## src/rtl/stopwatch_pkg.sv

```systemverilog
// Shared stopwatch definitions: display view encodings and default time width.
// The display multiplexer decodes these same view codes.
package stopwatch_pkg;
    localparam int TIME_W_DEFAULT = 16;

    typedef enum logic [1:0] {
        SEL_RUN  = 2'b00,
        SEL_LAP1 = 2'b01,
        SEL_LAP2 = 2'b10
    } view_e;

    // View advance on a button event; LAP2 is only reachable once two laps are held.
    function automatic view_e next_view(input view_e cur, input logic [1:0] laps);
        case (cur)
            SEL_RUN:  next_view = (laps >= 2'd1) ? SEL_LAP1 : SEL_RUN;
            SEL_LAP1: next_view = (laps == 2'd2) ? SEL_LAP2 : SEL_RUN;
            default:  next_view = SEL_RUN;
        endcase
    endfunction
endpackage

```

## src/rtl/lap_controller_if.sv

```systemverilog
// Lap controller bus: stopwatch time and buttons in, lap registers and view code out.
interface lap_controller_if
    import stopwatch_pkg::*;
#(
    parameter int TIME_W = TIME_W_DEFAULT
);
    logic [TIME_W-1:0] running_time;
    logic              lap_btn;
    logic              view_btn;
    logic              clear;
    logic [TIME_W-1:0] lap1;
    logic [TIME_W-1:0] lap2;
    logic [1:0]        display_select;
    logic [1:0]        lap_count;

    modport master (
        output running_time, lap_btn, view_btn, clear,
        input  lap1, lap2, display_select, lap_count
    );

    modport slave (
        input  running_time, lap_btn, view_btn, clear,
        output lap1, lap2, display_select, lap_count
    );
endinterface

```

## src/rtl/lap_controller_rise_edge.sv

```systemverilog
// Registered rising-edge detector: one event per low-to-high transition of btn.
module rise_edge (
    input  logic clk,
    input  logic reset,
    input  logic btn,
    output logic evt
);
    logic btn_q;

    always_ff @(posedge clk) begin
        if (reset) btn_q <= 1'b0;
        else       btn_q <= btn;
    end

    assign evt = btn & ~btn_q;
endmodule

```

## src/rtl/lap_controller.sv

```systemverilog
// Lap capture (two-deep shift) and display view FSM with automatic return
// from lap views after TIMEOUT_CYCLES idle cycles.
module lap_controller
    import stopwatch_pkg::*;
#(
    parameter int TIME_W         = TIME_W_DEFAULT,
    parameter int TIMEOUT_CYCLES = 50_000_000
) (
    input  logic             clk,
    input  logic             reset,
    lap_controller_if.slave  bus
);
    localparam int              CNT_W    = (TIMEOUT_CYCLES > 1) ? $clog2(TIMEOUT_CYCLES) : 1;
    localparam logic [CNT_W-1:0] CNT_LAST = CNT_W'(TIMEOUT_CYCLES - 1);

    logic              lap_evt;
    logic              view_evt;
    logic [TIME_W-1:0] lap1;
    logic [TIME_W-1:0] lap2;
    logic [1:0]        lap_count;
    view_e             state;
    logic [CNT_W-1:0]  tmo_cnt;

    rise_edge u_lap_edge  (.clk(clk), .reset(reset), .btn(bus.lap_btn),  .evt(lap_evt));
    rise_edge u_view_edge (.clk(clk), .reset(reset), .btn(bus.view_btn), .evt(view_evt));

    always_ff @(posedge clk) begin
        if (reset || bus.clear) begin
            lap1      <= '0;
            lap2      <= '0;
            lap_count <= 2'd0;
            state     <= SEL_RUN;
            tmo_cnt   <= '0;
        end else begin
            if (lap_evt) begin
                lap2 <= lap1;
                lap1 <= bus.running_time;
                if (lap_count != 2'd2) lap_count <= lap_count + 2'd1;
            end
            // lap_count here is the pre-edge value, so a same-cycle lap does not unlock a view
            if (view_evt) begin
                state   <= next_view(state, lap_count);
                tmo_cnt <= '0;
            end else if (state == SEL_RUN) begin
                tmo_cnt <= '0;
            end else if (tmo_cnt == CNT_LAST) begin
                state   <= SEL_RUN;
                tmo_cnt <= '0;
            end else begin
                tmo_cnt <= tmo_cnt + CNT_W'(1);
            end
        end
    end

    assign bus.lap1           = lap1;
    assign bus.lap2           = lap2;
    assign bus.lap_count      = lap_count;
    assign bus.display_select = state;
endmodule

```

## src/flat_wrapper.sv

```systemverilog
// flat-port wrapper written by rule: the top's interface ports become plain ports
module lap_controller_flat import stopwatch_pkg::*;
#(
    parameter int TIME_W         = TIME_W_DEFAULT,
    parameter int TIMEOUT_CYCLES = 50_000_000
)
  (clk, reset, bus_running_time, bus_lap_btn, bus_view_btn, bus_clear, bus_lap1, bus_lap2, bus_display_select, bus_lap_count);
  lap_controller_if #(.TIME_W(TIME_W)) bus_i ();
  input  logic clk;
  input  logic reset;
  input wire logic [$bits(bus_i.running_time)-1:0] bus_running_time;
  input wire logic [$bits(bus_i.lap_btn)-1:0] bus_lap_btn;
  input wire logic [$bits(bus_i.view_btn)-1:0] bus_view_btn;
  input wire logic [$bits(bus_i.clear)-1:0] bus_clear;
  output wire logic [$bits(bus_i.lap1)-1:0] bus_lap1;
  output wire logic [$bits(bus_i.lap2)-1:0] bus_lap2;
  output wire logic [$bits(bus_i.display_select)-1:0] bus_display_select;
  output wire logic [$bits(bus_i.lap_count)-1:0] bus_lap_count;
  assign bus_i.running_time = bus_running_time;
  assign bus_i.lap_btn = bus_lap_btn;
  assign bus_i.view_btn = bus_view_btn;
  assign bus_i.clear = bus_clear;
  assign bus_lap1 = bus_i.lap1;
  assign bus_lap2 = bus_i.lap2;
  assign bus_display_select = bus_i.display_select;
  assign bus_lap_count = bus_i.lap_count;
  lap_controller #(.TIME_W(TIME_W), .TIMEOUT_CYCLES(TIMEOUT_CYCLES)) u_core (.clk(clk), .reset(reset), .bus(bus_i));
endmodule
```

## config.mk

```make
export PLATFORM = sky130hd
export DESIGN_NAME = lap_controller_flat
export DESIGN_NICKNAME = d
export VERILOG_FILES = /design/src/rtl/stopwatch_pkg.sv /design/src/rtl/lap_controller_if.sv /design/src/rtl/lap_controller_rise_edge.sv /design/src/rtl/lap_controller.sv /design/src/flat_wrapper.sv
export SDC_FILE = /design/constraint.sdc
export NUM_CORES = 1
export LEC_CHECK = 0
export BUFFER_PORTS_ARGS = -buffer_cell sky130_fd_sc_hd__buf_2
export CAP_MARGIN = 20
export CORE_AREA = 4 4 97 99
export CTS_CLUSTER_DIAMETER = 60
export DETAILED_ROUTE_END_ITERATION = 10
export DIE_AREA = 0 0 101 103
export MAX_ROUTING_LAYER = met4
export PLACE_DENSITY_LB_ADDON = 0.12
export SYNTH_ARGS = -nofsm -noshare
export SYNTH_HDL_FRONTEND = slang
export SYNTH_SLANG_ARGS = --single-unit
```

## constraint.sdc

```tcl
create_clock -name clk -period 1.42 [get_ports clk]
set_input_delay 0.071 -clock clk [delete_from_list [all_inputs] [get_ports clk]]
set_output_delay 0.071 -clock clk [all_outputs]
set_load 0.02 [all_outputs]
```

==> results.toml <==
[critical_path]
cpMaxStageDelayCell = "dfxtp_4"
crit_fanout = 7
critical_path_class = "flip-flop to flip-flop"
critical_path.max_stage_delay_ns = 0.36
rr_endpoint = "u_core.tmo_cnt[13]"
reg2reg_from = "u_core.tmo_cnt[8]"
cp-end-kind = "flip-flop"
crit_buf_inv = 1
ff2ff_setup_slack_ns = -0.007
critPathTopFamily = "simple AND/OR/NAND/NOR gates"
crit_chain = "buf_4, nor4_2, and4_4, a21o_4, nor2_1"
path_depth = 5
cp.arrival_ns = 1.65
reg2reg_depth = 5
cp.required_ns = 1.64
startpoint_type = "flip-flop"

[sta]
whs_ns = 0.05415
fin_crit_sh_pct = 100.5
finClkSkew_ns = 0.007412
max_freq_mhz = 700.6
rsz0062_at_grt = "true"
maxSlewHeadroom_pct = 61.13
setup_viol = 3
finalHoldViolCount = 0
worst_slew_pin_slew_ns = 0.5792
fin_ws_ns = -0.007376
drv_slew = 0
finalCriticalPeriod_ns = 1.427

[clock_tree]
cts_buffers = 9
clk_path_buf_depth = 2
cts.sinks = 64
root_buffer = "clkbuf_8"
clk_latency_ns = 0.33
clk_pin_slew_worst_paths_ns = 0.07
cts_tree = "done"
htreeDepth = 3

[finish]
num_antenna_cells = 0
final_cells = 532
drive_above_1_share_pct = 39.62
stdcell_area_um2 = 3851
fill_cells = 852
area.growth.synth_to_final_pct = 47.34
multi_input_area_um2 = 1376
regArea_um2 = 1314
layout.nets = 443

[place]
dp.cells = 490
port_buffers = 56
place_congestion = 0.7220
place_area_um2 = 3262
place_ws_ns = -0.1596
hpwl_mm = 4.073

[synth]
ys_seq_area_share_pct = 49.02
avgSynthCellArea_um2 = 8.598
syn_area_um2 = 2614
syn-num-nets = 328
ys_warn_count = 0
netlist_instances = 304
ys_ff_latch = 64
yosysUniqueCellTypes = 33

[global_routing]
grt_pass1_vias = 2320
use_met1_pct = 17.66
grt.busiest_layer = "met2"
met3_usage_pct = 4.330
overflow = 0
grt_pass1_wl_mm = 10.89
grt_usage_pct = 13.52
global_route.usage.met2_pct = 20.05
grt_start_max_net_pins = 37
antenna_found_initial = 0

[detailed_routing]
drtPass1Iterations = 4
antenna_left = 0
drc = 0
vias_per_cell = 4.453
wl_per_cell_um = 12.23
drt_iter0_drc = 70
drt_wl_total_mm = 6.505
dr_total_vias = 2369

[floorplan]
die_h_um = 103
row_count = 34
pin_count = 57
start_util_pct = 30.57
die-area_um2 = 10400
die_w_um = 101
core_um2 = 8551

[pwr]
power_density_nw_per_um2 = 928.8
ir_drop_uv = 410.1
finalPower_w = 0.003577
cellLeakagePower_nw = 1.559

[worst_hold_path]
hold_end = "u_core.bus.display_select[0]"
hp-class = "input pin to flip-flop"
hold_path_depth = 4
hold_start = "bus_view_btn"

[run]
drv_cap = 0

[outcome]
violations = "setup timing"
status = "finished with violations"
[Yosys cell counts, drive strengths merged]
| cell type | count | area (um2) |
|---|---|---|
| a21o | 1 | 15.01 |
| a21oi | 34 | 173.9 |
| and2 | 1 | 6.260 |
| and3 | 3 | 18.77 |
| and4 | 5 | 43.79 |
| buf | 5 | 35.03 |
| clkbuf | 10 | 38.78 |
| dfxtp | 64 | 1281 |
| ha | 3 | 37.54 |
| inv | 6 | 22.52 |
| nand2 | 74 | 277.8 |
| nand2b | 1 | 6.260 |
| nand3 | 14 | 70.07 |
| nand4 | 8 | 80.08 |
| nor2 | 31 | 123.9 |
| nor2b | 3 | 18.77 |
| nor3 | 2 | 10.01 |
| nor3b | 1 | 7.510 |
| nor4 | 6 | 82.58 |
| nor4b | 2 | 17.52 |
| o21ai | 3 | 15.01 |
| o22ai | 1 | 6.260 |
| or2 | 1 | 6.260 |
| xnor2 | 8 | 70.07 |
| xor2 | 17 | 148.9 |
[sequential cells by signal, summed over array words and instances, names as in the netlist]
signal and flops:
u_core.bus.display_select 2, u_core.bus.lap1 16, u_core.bus.lap2 16, u_core.bus.lap_count 2, u_core.u_lap_edge.btn_q 1, u_core.u_view_edge.btn_q 1, u_core.tmo_cnt 26
[what timing repair did]
action	in CTS	in global routing
hold buffers	19	0
pin swaps	9	24
buffers inserted	3	1
endpoints found under the setup margin	27	27
gates resized for setup	35	18
hold endpoints to repair	18	0
cloned	3	0
[stage by stage]
step / utilization [%] / TNS, ns
after floorplan: - / 0
after global placement: 38.15 / -2.826
after detailed placement: 38.15 / -3.772
after CTS: 44.37 / -0.004393
after global routing: 45.04 / -1.943
final: 45.04 / -0.01812
[worst register-to-register path: stages, from the launching register on]
cell	delay, ns
dfxtp_4	0.36
buf_4	0.14
nor4_2	0.23
and4_4	0.34
a21o_4	0.21
nor2_1	0.06
[worst max path at each step]
stage                     slack (ns)                 end          startpoint
after floorplan                0.004  u_core.tmo_cnt[13]  u_core.tmo_cnt[14]
after global placement         -0.12  u_core.tmo_cnt[19]   u_core.tmo_cnt[6]
after detailed placement       -0.16  u_core.tmo_cnt[21]   u_core.tmo_cnt[6]
after CTS                     -0.004  u_core.tmo_cnt[14]   u_core.tmo_cnt[8]
after global routing           -0.10  u_core.tmo_cnt[19]   u_core.tmo_cnt[6]
final                         -0.007  u_core.tmo_cnt[13]   u_core.tmo_cnt[8]
[cell type report]
| type | count | area share, % |
|---|---|---|
| multi-input cells | 222 | 35.74 |
| flip-flops and latches | 64 | 34.11 |
| repair buffers | 116 | 20.96 |
| well taps | 108 | 3.509 |
| clock buffers | 9 | 3.216 |
| clock inverters | 7 | 1.884 |
| inverters | 6 | 0.5848 |
[cells in the final DEF, fill, tap and decap left out, types with 3 or more instances in the layout]
master         Yosys  final
nand2_1           74     74
buf_2              1     56
dfxtp_1           64     46
buf_4              0     38
a21oi_1           33     33
dlygate4sd3_1      0     19
xor2_1            17     17
nor2_1            30     17
dfxtp_2            0     14
nor2_2             0     13
nand3_1           14     10
clkbuf_8           0      9
xnor2_1            8      8
nand4_1            6      6
inv_1              6      4
and4_1             5      4
a21o_4             1      4
nand3_2            0      4
dfxtp_4            0      4
nor4_4             3      3
and3_1             3      3
[power breakdown]
group	leakage [nW]	total [W]	switching (W)	internal [W]
combinational	0.936	0.000228	0.000123	0.000105
sequential	0.528	0.00182	0.0000137	0.00181
clock	0.0952	0.00153	0.000719	0.000809
[cell families (layout without fill, tap and decap cells)]
logic type / after synthesis / count (layout) / synth area share [%]
xor+xnor: 25 / 25 / 8.377
fa+ha+maj: 3 / 3 / 1.436
compound gates: 39 / 42 / 8.042
buf+inv: 21 / 138 / 3.685
simple gates: 152 / 152 / 29.44
flops: 64 / 64 / 49.02
[layer usage]
metal	vias to the layer above	part of all wire, %
met5	-	0
met4	0	0.71
met3	7	4.6
met2	40	46
met1	1073	48
li1	1249	-
(Power assumes the default switching activity.)
